[src/rtl/handshake_tx_ctrl.sv]
// Send side of a 4-phase req/ack crossing with a one-word pending buffer.
// Optional sticky phase timeout is compiled in with HANDSHAKE_TX_TIMEOUT_EN.
module handshake_tx_ctrl #(
  parameter int DATA_WIDTH     = 1,
  parameter int TIMEOUT_CYCLES = 1024
) (
  input  logic                  i_clk,
  input  logic                  i_rst,
  input  logic                  i_valid,
  output logic                  o_ready,
  input  logic [DATA_WIDTH-1:0] i_data,
  output logic                  o_req,
  output logic [DATA_WIDTH-1:0] o_req_data,
  input  logic                  i_ack,
  output logic                  o_busy,
  output logic                  o_timeout
);

  typedef enum logic [1:0] {IDLE, REQ, WAIT_LOW} state_t;

  state_t                state, state_next;
  logic [DATA_WIDTH-1:0] out_data, buf_data;
  logic                  buf_full, req, req_next;
  logic                  launch_buf, launch_in, accept, write_buf;

  if (TIMEOUT_CYCLES < 2) begin : g_param_check
    $error("handshake_tx_ctrl: TIMEOUT_CYCLES must be >= 2");
  end

  assign accept     = i_valid && !buf_full;
  // A word taken in IDLE goes straight to out_data; everything else is parked
  assign write_buf  = accept && !launch_in;
  assign o_ready    = !buf_full;
  assign o_busy     = (state != IDLE) || buf_full;
  assign o_req      = req;
  assign o_req_data = out_data;

  always_ff @(posedge i_clk or posedge i_rst) begin
    if (i_rst) begin
      state <= IDLE;
      req   <= 1'b0;
    end else begin
      state <= state_next;
      req   <= req_next;
    end
  end

  always_comb begin
    state_next = state;
    req_next   = req;
    launch_buf = 1'b0;
    launch_in  = 1'b0;
    case (state)
      IDLE: begin
        if (buf_full) begin
          launch_buf = 1'b1;
          req_next   = 1'b1;
          state_next = REQ;
        end else if (i_valid) begin
          launch_in  = 1'b1;
          req_next   = 1'b1;
          state_next = REQ;
        end
      end
      REQ: begin
        if (i_ack) begin
          req_next   = 1'b0;
          state_next = WAIT_LOW;
        end
      end
      WAIT_LOW: begin
        if (!i_ack) begin
          if (buf_full) begin
            launch_buf = 1'b1;
            req_next   = 1'b1;
            state_next = REQ;
          end else begin
            state_next = IDLE;
          end
        end
      end
      default: begin
        req_next   = 1'b0;
        state_next = IDLE;
      end
    endcase
  end

  always_ff @(posedge i_clk or posedge i_rst) begin
    if (i_rst) begin
      out_data <= '0;
      buf_data <= '0;
      buf_full <= 1'b0;
    end else begin
      if (launch_buf)
        out_data <= buf_data;
      else if (launch_in)
        out_data <= i_data;

      if (launch_buf) begin
        buf_full <= 1'b0;
      end else if (write_buf) begin
        buf_full <= 1'b1;
        buf_data <= i_data;
      end
    end
  end

`ifdef HANDSHAKE_TX_TIMEOUT_EN
  localparam int CW = $clog2(TIMEOUT_CYCLES + 1);

  logic [CW-1:0] phase_cnt;
  logic          timeout;
  logic          in_phase;

  assign in_phase  = (state != IDLE) && (state_next == state);
  assign o_timeout = timeout;

  // The flag sets on the same edge the counter reaches TIMEOUT_CYCLES
  always_ff @(posedge i_clk or posedge i_rst) begin
    if (i_rst) begin
      phase_cnt <= '0;
      timeout   <= 1'b0;
    end else begin
      if (state_next != state)
        phase_cnt <= '0;
      else if (in_phase && phase_cnt != CW'(TIMEOUT_CYCLES))
        phase_cnt <= phase_cnt + CW'(1);
      if (in_phase && phase_cnt == CW'(TIMEOUT_CYCLES - 1))
        timeout <= 1'b1;
    end
  end
`else
  assign o_timeout = 1'b0;
`endif

endmodule

[config.mk]
export PLATFORM = sky130hd
export DESIGN_NAME = handshake_tx_ctrl
export DESIGN_NICKNAME = d
export VERILOG_FILES = /design/src/rtl/handshake_tx_ctrl.sv
export SDC_FILE = /design/constraint.sdc
export NUM_CORES = 1
export LEC_CHECK = 0
export BUFFER_PORTS_ARGS = -buffer_cell sky130_fd_sc_hd__buf_2
export CORE_AREA = 4 4 41 43
export CTS_BUF_LIST = sky130_fd_sc_hd__clkbuf_16
export DETAILED_ROUTE_END_ITERATION = 8
export DIE_AREA = 0 0 45 47
export HOLD_SLACK_MARGIN = 0.1
export SLEW_MARGIN = 40
export SYNTH_ARGS = -nofsm -noshare
export SYNTH_HDL_FRONTEND = slang
export SYNTH_SLANG_ARGS = --single-unit
[constraint.sdc]
create_clock -name i_clk -period 1.7 [get_ports i_clk]
set_input_delay 0.51 -clock i_clk [delete_from_list [all_inputs] [get_ports i_clk]]
set_output_delay 0.51 -clock i_clk [all_outputs]
set_load 0.01 [all_outputs]
# Yosys cells after proc, flatten, opt, wreduce, memory -nomap -nowiden
# Index checks and enable logic that the tools add are counted.
[totals]
ff_bits = 6
latchBits = 0
ram_bits = 0
rom_bits = 0
output_inout_bits = 5
word_cells = 46
mem_count = 0
[op_classes]
n_addsub = 0
mul = 0
div = 0
n_lt_le_gt_ge = 0
eq_ne = 6
shift = 0
muxes = 22
bitwise_logic = 1
n_reduce_logical = 12
[op_table]
columns = ["cell", "n"]
rows = [
  ["two-way mux 1 bit", 15],
  ["two-way mux 2 bit", 4],
  ["inequality test 2 bit (second input constant)", 3],
  ["case mux 2 bit (3 select lines)", 1],
  ["nonzero test 2 bit", 3],
  ["AND reduction 4 bit", 1],
  ["inequality test 3 bit (second input constant)", 1],
  ["case mux 1 bit (3 select lines)", 1],
  ["AND reduction 3 bit", 1],
  ["== test 2 x 1 -> 1 bit (second input constant)", 1],
  ["== test 2 bit (second input constant)", 1],
  ["logical AND 1 bit", 2],
  ["logical NOT 1 bit", 2],
  ["logical NOT 2 bit", 1],
  ["case mux 1 bit (2 select lines)", 1],
  ["AND reduction 2 bit", 1],
  ["logical OR 1 bit", 1],
  ["inverter 1 bit", 1],
]

# Logic depth before layout (Yosys ltp)
# Gate-level depths: netlist of the first run.
[logic_depth]
ltp_word = 7
mapped_depth = 4
depth_no_buf = 3

# Least setup slack after synthesis of the first run
# OpenSTA, ideal clock, no wires.
[synth_path]
path_kind = "register to register"
from = "reg state[1]"
to = "reg out_data, in the netlist o_req_data"
setup_time_ns = 0.125
arrival_ns = 1.316
required_ns = 1.575
slack_ns = 0.259
stages_incl_launch_ff = 5
path_buffers = 1
period_less_slack_ns = 1.441
path_cell_list = "dfrtp_1 -> buf_6 -> nor4b_2 -> mux2_1 -> mux2_2"
[synth_via]
elab_chain_len = 3
word_cells_on_any_way = 6
classes_between = "1 x eq/ne; 3 x mux; 2 x reduce/logical"
[synth_lines]
columns = ["element", "line_no", "text"]
rows = [
  ["from (decl)", "21", "state_t state, state_next;"],
  ["from (signal assigned)", "43", "state <= state_next;"],
  ["== test 2 bit or logical NOT 2 bit (tied branches)", "53", "case (state)"],
  ["case mux 1 bit (2 select lines) or two-way mux 1 bit (tied branches)", "53", ""],
  ["two-way mux 1 bit or nonzero test 2 bit (tied branches)", "--", ""],
  ["to (signal assigned)", "96", "out_data <= buf_data;"],
  ["to (signal assigned)", "98", "out_data <= i_data;"],
  ["to (decl)", "22", "logic [DATA_WIDTH-1:0] out_data, buf_data;"],
]
# Several ways; a longest one is shown, not always the timed one.
# A chain may end at the register's enable or synchronous reset.

# Worst setup path after layout of the first run
[layout_path]
from = "reg state[0]"
to = "out o_busy"
[layout_via]
elab_chain_len = 2
[layout_lines]
columns = ["element", "line_no", "text"]
rows = [
  ["nonzero test 2 bit", "34", "assign o_busy = (state != IDLE) || buf_full;"],
  ["logical OR 1 bit", "34", ""],
  ["to (decl)", "15", "output logic o_busy,"],
]
# No other way between the ends.

==> results.toml, run 1 <==
[outcome]
status = "complete, no violations"

[worst_setup_path]
worstSetupStartpointType = "register"
arrival_ps = 1030
startpoint = "state[0]$_DFFE_PP0P_"
r2r_start = "buf_full$_DFFE_PP0P_"
crit_type = "register to output pin"
r2r_cells = 3
worst_setup_path_end_kind = "output pin"
cp.required_ps = 1190
reg2reg_to = "o_req_data$_DFFE_PP0P_"
endpoint = "o_busy"
critPathMaxFanout = 8
ff2ff_setup_slack_ps = 270

[synthesis]
synthTopCellsByCount = "6 x dfrtp_1, 4 x nor2_1"
synth_top_cell_area_share_pct = 45.6
synth_most_common_cell = "dfrtp_1"
synth_area_um2 = 329
synthFlopType = "dfrtp_1"
avgSynthCellArea_um2 = 10.3
synth_cell_types = 19
synth_area_leaders = "dfrtp_1 46%, mux2_2 6.8%, a21o_1 4.6%, buf_4 4.6%, nor2_1 4.6%"
synth_edf_count = 0
yosysWarnings = 0
synth_largest_area_cell = "dfrtp_1"
async_reset_ff_share_pct = 100
ys_ff_latch = 6
syn-num-nets = 37
syn_inst = 32
yosysSeqAreaShare_pct = 45.6

[cells_and_area]
fin_cells = 56
layout.nets = 48
area_delta_synth_final_pct = 35.0
drive_above_1_share_pct = 36.6
fill_cells = 139
postLayoutCoreUtil_pct = 34.1
antenna_cells = 0

[clock_network]
clk_path_buf_depth = 2
postCtsResizedCells = 0
cts_tree = "yes"
postCtsSetupBuffers = 0
cts_buffers = 3
cts.sinks = 6
clockRootBuffer = "clkbuf_16"
cts_hold_buffers = 0
insertion_delay_ps = 220
htree_levels = 1
clk_pin_slew_worst_paths_ps = 30

[floorplan]
pin_count = 10
core_mm2 = 0.00130
die_w_um = 45
die_h_um = 47
dieArea_mm2 = 0.00212
initial_utilization_pct = 25.3
row_count = 13

[pwr]
power.density_mw_per_mm2 = 2220
ir_worst_vdd_uv = 868
p_leak_nw = 0.214
finalPower_uw = 987

[global_route]
grt_pass1_wl_um = 1100
grt_overflow = 0
grtUsageTotal_pct = 7.23
grt_max_degree = 9
grt_pass1_vias = 288
antenna_found_initial = 0

[drt]
firstDrtPassIters = 1
wl_per_cell_um = 10.8
vias = 245
drt-vias-per-instance = 4.38
drt_wl_total_um = 604
postRouteAntennaNets = 0
drt_iter0_drc = 0
drc = 0

[timing]
fin_crit_ps = 1540
period_share_pct = 90.9
fin_tns_setup_ps = 0
finalSetupViolations = 0
rsz0062_at_grt = "no"
maxSlewViolCount = 0
hold_viol = 0
fmax_mhz = 647
skew_ps = 0.698

[placement]
gp_congestion = 0.642
dp_hpwl_um = 454
port_buffers = 8
placed_cells = 53

[flow_run]
max_cap_viol_count = 0

[min_path]
hold_path_class = "input port to async pin"
## per-stage QoR
step                      worst slack [ps]  area, um2  hold WS [ps]
after floorplan                        259        329           301
after global placement                 168        369           433
after detailed placement               155        369           440
after CTS                              151        444           202
after global routing                   103        444           213
final                                  155        444           195
## area by class of cell
class,instances,area [um2],area share (%)
Inverter,2,7.51,1.69
Multi-Input combinational cell,21,145,32.7
Tap cell,15,18.8,4.23
Timing Repair Buffer,9,47.5,10.7
Clock buffer,3,75.1,16.9
Sequential cell,6,150,33.8
## layout by cell type, fill, tap and decap left out
| cell | count |
|---|---|
| nor3b_1 | 1 |
| and2_1 | 1 |
| o21ai_0 | 1 |
| buf_4 | 1 |
| nor4b_2 | 1 |
| a21oi_1 | 2 |
| buf_2 | 8 |
| mux2_1 | 1 |
| xor2_1 | 1 |
| a21o_1 | 2 |
| a211oi_1 | 1 |
| o21bai_1 | 1 |
| inv_1 | 2 |
| nand2_1 | 1 |
| mux2_2 | 2 |
| nand2b_1 | 1 |
| nor2_1 | 4 |
| conb_1 | 1 |
| dfrtp_1 | 6 |
| clkbuf_16 | 3 |
## metal layers
| metal | share of wire, % | wire length, um | track usage [%] | vias to the layer above |
|---|---|---|---|---|
| met5 | 0 | 0 | 0 | - |
| met4 | 0 | 0 | 3.51 | 0 |
| met3 | 7.5 | 45 | 3.07 | 0 |
| met2 | 46 | 275 | 12.4 | 6 |
| met1 | 47 | 283 | 7.64 | 115 |
| li1 | - | - | - | 124 |
## worst max-delay path: stages (launching register included)
cell,delay (ps)
dfrtp_1,450
nor2_1,160
nand2_1,60
buf_2,130
## power breakdown
part	total (mW)	leakage (nW)	switching [mW]	internal, mW
combinational	0.320	0.105	0.151	0.169
sequential	0.290	0.0715	0.0734	0.217
clock	0.377	0.0370	0.0753	0.302
total	0.987	0.214	0.300	0.687
## registers in the layout, indices dropped and copies added (netlist names)
register,flops
buf_data,1
o_req,1
buf_full,1
o_req_data,1
state,2
## cells by family after synthesis
logic type                synth area share, %
AOI/OAI and AO/OA                        13.7
xor gates and xnor gates                 2.66
buffers and inverters                    10.3
DFF                                      45.6
muxes                                    10.3
other                                    1.14
and+or+nand+nor                          16.3
## worst min path at each step
stage | startpoint | end | slack (ps) | cells past startpoint
2_1_floorplan | i_rst | buf_data$_DFFE_PP0P_ | 300 | 1
3_3_place_gp | i_rst | buf_data$_DFFE_PP0P_ | 430 | 2
3_5_place_dp | i_rst | buf_data$_DFFE_PP0P_ | 440 | 2
4_1_cts | i_rst | state[0]$_DFFE_PP0P_ | 200 | 2
5_1_grt | i_rst | state[1]$_DFFE_PP0P_ | 210 | 2
6_report | i_rst | state[0]$_DFFE_PP0P_ | 200 | 2
(Power assumes the default switching activity.)
==> inputs of run 2 (changes only) <==
--- a/config.mk
+++ b/config.mk
@@ -5,11 +5,11 @@
 export SDC_FILE = /design/constraint.sdc
 export NUM_CORES = 1
 export LEC_CHECK = 0
-export BUFFER_PORTS_ARGS = -buffer_cell sky130_fd_sc_hd__buf_2
 export CORE_AREA = 4 4 41 43
 export CTS_BUF_LIST = sky130_fd_sc_hd__clkbuf_16
 export DETAILED_ROUTE_END_ITERATION = 8
 export DIE_AREA = 0 0 45 47
+export DONT_BUFFER_PORTS = 1
 export HOLD_SLACK_MARGIN = 0.1
 export SLEW_MARGIN = 40
 export SYNTH_ARGS = -nofsm -noshare
==> run 2 against run 1 <==
  * Clock skew is 1.7 ps higher
  * Wire length is 4.1% lower
  * Clock-buffer cell count stayed put
  * Combinational power is 20% lower
  * Utilization is 2.3 points lower
  * Cell count is 13% lower
  * First-iteration DRC count stayed put
  * Flip-flop and latch count stayed put
  * Global-route usage is 0.25 points higher
  * Die area stayed put
  * Fmax is 0.56% higher
  * Largest cell class unchanged
  * Sequential share of layout area is 2.5 points higher
==> results.toml, run 2 (synthesized netlist as in run 1, its figures left out) <==
[cells_and_area]
antenna_cells = 0
layout_commonest_cell = "dfrtp_1"
fill_cells = 139
largest_register = "state"
mostFrequentLayoutCells = "6 x dfrtp_1, 4 x nor2_1, 3 x clkbuf_16"
area_delta_synth_final_pct = 25.9
largest_register_ffs = 2
layout.nets = 41
drive_above_1_share_pct = 20.6
fin_cells = 49

[drt]
vias = 226
wl_per_cell_um = 11.8
firstDrtPassIters = 1
drt-vias-per-instance = 4.61
drt_iter0_drc = 0
drt_wl_total_um = 579
postRouteAntennaNets = 0
drc = 0

[clock_network]
htree_levels = 1
cts_tree = "yes"
clockRootBuffer = "clkbuf_16"
clk_pin_slew_worst_paths_ps = 30
cts_buffers = 3
clk_path_buf_depth = 2
postCtsResizedCells = 0
insertion_delay_ps = 230
cts.sinks = 6

[floorplan]
die_h_um = 47
pin_count = 10
core_mm2 = 0.00130
initial_utilization_pct = 25.3
row_count = 13
die_w_um = 45
dieArea_mm2 = 0.00212

[worst_setup_path]
critPathMaxFanout = 7
worstSetupStartpointType = "register"
arrival_ps = 1030
crit_type = "register to output pin"
worst_setup_path_end_kind = "output pin"
ff2ff_setup_slack_ps = 290
cp.required_ps = 1190

[timing]
finalSetupViolations = 0
rsz0062_at_grt = "no"
skew_ps = 2.40
period_share_pct = 90.4
fin_tns_setup_ps = 0
hold_viol = 0
fin_crit_ps = 1540
maxSlewViolCount = 0
fmax_mhz = 651

[flow_run]
max_cap_viol_count = 0

[placement]
port_buffers = 0
dp_hpwl_um = 443
gp_congestion = 0.669
placed_cells = 45

[outcome]
status = "complete, no violations"

[global_route]
grt_pass1_vias = 234
grt_max_degree = 9
grt_overflow = 0
grtUsageTotal_pct = 7.48
grt_pass1_wl_um = 1010
antenna_found_initial = 0

[pwr]
clkPwrFrac_pct = 40.2
swShare_pct = 30.2
p_leak_nw = 0.188
power.density_mw_per_mm2 = 2260
p_int_uw = 653
finalPower_uw = 936
ir_worst_vdd_uv = 989
power_frac_seq_pct = 32.5
combPwrFrac_pct = 27.2
p_switching_uw = 283

[min_path]
hold_path_class = "input port to register"
-- run 2: cell count changes in the layout (fill, tap and decap cells not counted), sizes merged --
cell and delta:
dlygate4sd3 +1, buf -8
-- run 2: worst max-delay path: stages (launching register included) --
cell and delay [ps]:
dfrtp_1 380, buf_4 170, nor2_1 130, nand2_1 120
-- run 2: what timing repair did --
action | CTS | global route
hold buffers | 1 | 0
buffers inserted | 0 | 0
endpoints found under the hold margin | 6 | 0
-- run 2: path summary, 6_finish.rpt --
kind	start	cells past startpoint	to
setup / recovery	state[1]$_DFFE_PP0P_	3	o_busy
hold / removal	i_ack	1	state[1]$_DFFE_PP0P_
setup reg to reg	state[0]$_DFFE_PP0P_	3	o_req_data$_DFFE_PP0P_
hold reg to reg	buf_data$_DFFE_PP0P_	1	o_req_data$_DFFE_PP0P_
max in group asynchronous	i_rst	2	buf_data$_DFFE_PP0P_
min in group asynchronous	i_rst	2	state[0]$_DFFE_PP0P_
-- run 2: metrics by stage --
stage / util [%] / instance area [um2] / hold WS (ps) / setup WS (ps)
final: 31.8 / 414 / 413 / 164
after global routing: 31.8 / 414 / 424 / 122
after CTS: 31.8 / 414 / 412 / 146
after detailed placement: 25.3 / 329 / 334 / 282
after global placement: 25.3 / 329 / 330 / 302
after floorplan: - / 329 / 301 / 259
-- run 2: power groups by stage --
stage	clock (mW)	sequential (mW)	combinational, mW
final	0.376	0.304	0.255
after global routing	0.401	0.317	0.290
after CTS	0.383	0.307	0.260
after detailed placement	0	0.308	0.259
after global placement	0	0.305	0.252
after floorplan	0	0.266	0.278
-- run 2: routing by layer --
| layer | GRT usage [%] | vias to the layer above | share of wire, % |
|---|---|---|---|
| met5 | 0 | - | 0 |
| met3 | 3.83 | 2 | 8.6 |
| li1 | - | 110 | - |
| met1 | 7.91 | 105 | 48 |
| met4 | 8.77 | 0 | 3.8 |
| met2 | 9.89 | 9 | 40 |
-- run 2: layout make-up --
type	instances	area, um2	area share (%)
flip-flops and latches	6	150	36.3
multi-input cells	21	145	35.0
clock buffers	3	75.1	18.1
well taps	15	18.8	4.53
repair buffers	2	17.5	4.23
inverters	2	7.51	1.81
==> inputs of run 3 (changes only) <==
--- a/config.mk
+++ b/config.mk
@@ -5,6 +5,7 @@
 export SDC_FILE = /design/constraint.sdc
 export NUM_CORES = 1
 export LEC_CHECK = 0
+export ABC_AREA = 1
 export CORE_AREA = 4 4 41 43
 export CTS_BUF_LIST = sky130_fd_sc_hd__clkbuf_16
 export DETAILED_ROUTE_END_ITERATION = 8
==> run 3 against run 2 <==
  * Cell area up 3.3%
  * Critical path type unchanged
  * Highest routed layer unchanged
  * Via count up 20%
  * Total power up 0.81%
  * Critical path depth down 1
  * Largest cell class unchanged
==> results.toml, run 3 <==
[worst_setup_path]
worst_setup_path_end_kind = "output pin"
arrival_ps = 950
ff2ff_setup_slack_ps = 750
cp_num_buf_inv = 0
r2r_start = "state[0]$_DFFE_PP0P_"
cp.required_ps = 1190
worstSetupStartpointType = "register"
cpLargestDelayFamily = "flip-flops"
startpoint = "state[0]$_DFFE_PP0P_"
r2r_cells = 4
critPathMaxFanout = 6
slowest_stage = "dfrtp_1"
worstPathCellList = "nor2_2, nand2_1"
reg2reg_to = "o_req_data$_DFFE_PP0P_"
crit_type = "register to output pin"
cpPeakStageDelay_ps = 430

[min_path]
min_to = "state[1]$_DFFE_PP0P_"
hold_start = "i_ack"
hold_path_class = "input port to register"
holdPathStages = 2

[cells_and_area]
antenna_cells = 0
layout_commonest_cell = "nand2_1"
drive_above_1_share_pct = 16.0
mostFrequentLayoutCells = "16 x nand2_1, 9 x inv_1, 6 x dfrtp_1"
postLayoutCoreUtil_pct = 32.9
area_delta_synth_final_pct = 29.1
layout.nets = 57
largest_register = "state"
largest_register_ffs = 2

[synthesis]
synth_most_common_cell = "nand2_1"
syn-num-nets = 52
synth_area_um2 = 332
avgSynthCellArea_um2 = 7.05
synth_largest_area_cell = "dfrtp_1"
synth_top_cell_area_share_pct = 45.3
synth_area_leaders = "dfrtp_1 45%, nand2_1 18%, inv_1 10%, nand3_1 7.5%, nor2_2 5.7%"
ys_ff_latch = 6
yosysWarnings = 0
synth_edf_count = 0
async_reset_ff_share_pct = 100
synthFlopType = "dfrtp_1"
synthTopCellsByCount = "16 x nand2_1, 9 x inv_1, 6 x dfrtp_1"
syn_inst = 47
synth_cell_types = 11
yosysSeqAreaShare_pct = 45.3

[clock_network]
clockRootBuffer = "clkbuf_16"
clk_pin_slew_worst_paths_ps = 30
cts.sinks = 6
cts_tree = "yes"
insertion_delay_ps = 220
clk_path_buf_depth = 2
cts_buffers = 3
postCtsSetupBuffers = 0
htree_levels = 1

[floorplan]
dieArea_mm2 = 0.00212
die_w_um = 45
initial_utilization_pct = 25.5
pin_count = 10
core_mm2 = 0.00130
row_count = 13
die_h_um = 47

[global_route]
grt_overflow = 0
antenna_found_initial = 0
grt_pass1_vias = 248
grt_max_degree = 7
grt_pass1_wl_um = 1010
grtUsageTotal_pct = 7.40

[pwr]
ir_worst_vdd_uv = 799
power.density_mw_per_mm2 = 2200
p_leak_nw = 0.235
finalPower_uw = 943

[drt]
postRouteAntennaNets = 0
firstDrtPassIters = 4
drt-vias-per-instance = 4.18
met1_length_um = 268
dr_wl_met2_um = 257
drt_wl_total_um = 606
vias = 272
routed.top_layer = "met4"
wl_met3_um = 53
drc = 0
drt_iter0_drc = 10
wl_per_cell_um = 9.32

[placement]
gp_congestion = 0.714
dp_hpwl_um = 501
port_buffers = 0

[timing]
rsz0062_at_grt = "no"
finalSetupViolations = 0
fin_tns_setup_ps = 0
skew_ps = 1.06
maxSlewViolCount = 0
hold_viol = 0
period_share_pct = 85.7
fmax_mhz = 687
fin_crit_ps = 1460

[flow_run]
max_cap_viol_count = 0

[outcome]
status = "complete, no violations"
==> run 3: power by group <==
part           total [mW]  internal, mW  switching (mW)  leakage (nW)
Sequential          0.301         0.216          0.0850        0.0738
Clock               0.372         0.301          0.0707        0.0370
Combinational       0.270        0.0950           0.175         0.124
Total               0.943         0.613           0.331         0.235
==> run 3: layout make-up <==
class                   instances  area [um2]
inverters                      10        37.5
fillers                       140         873
well taps                      15        18.8
flip-flops and latches          6         150
clock buffers                   3        75.1
multi-input cells              30         136
repair buffers                  1        10.0
==> run 3: worst max-delay path by stage <==
stage / endpoint / slack, ps / cells after the start
final: o_busy / 240 / 2
after global routing: o_busy / 170 / 2
after CTS: o_busy / 230 / 2
after detailed placement: o_busy / 470 / 2
after global placement: o_busy / 470 / 2
after floorplan: o_busy / 530 / 2
==> run 3: cell families after synthesis <==
logic type,count (synthesis),share of synthesized area (%)
simple gates,26,35.5
other cells,1,1.13
buf+inv,11,13.6
flops,6,45.3
compound gates,3,4.53
==> run 3: per-stage QoR <==
step	instance area [um2]	std cells	hold slack [ps]	worst slack (ps)
2_1_floorplan	332	47	301	530
3_3_place_gp	343	61	322	466
3_5_place_dp	343	61	322	474
4_1_cts	428	65	407	229
5_1_grt	428	65	427	174
6_report	428	65	407	243
==> run 3: repair_timing <==
item	CTS	global route
hold buffers	1	0
resized for setup	0	0
endpoints found under the hold margin	6	0
==> run 3: layer usage <==
metal,global-route usage (%),up-vias
met5,0,-
met4,8.77,0
met3,3.83,5
li1,-,147
met2,9.32,9
met1,8.12,111
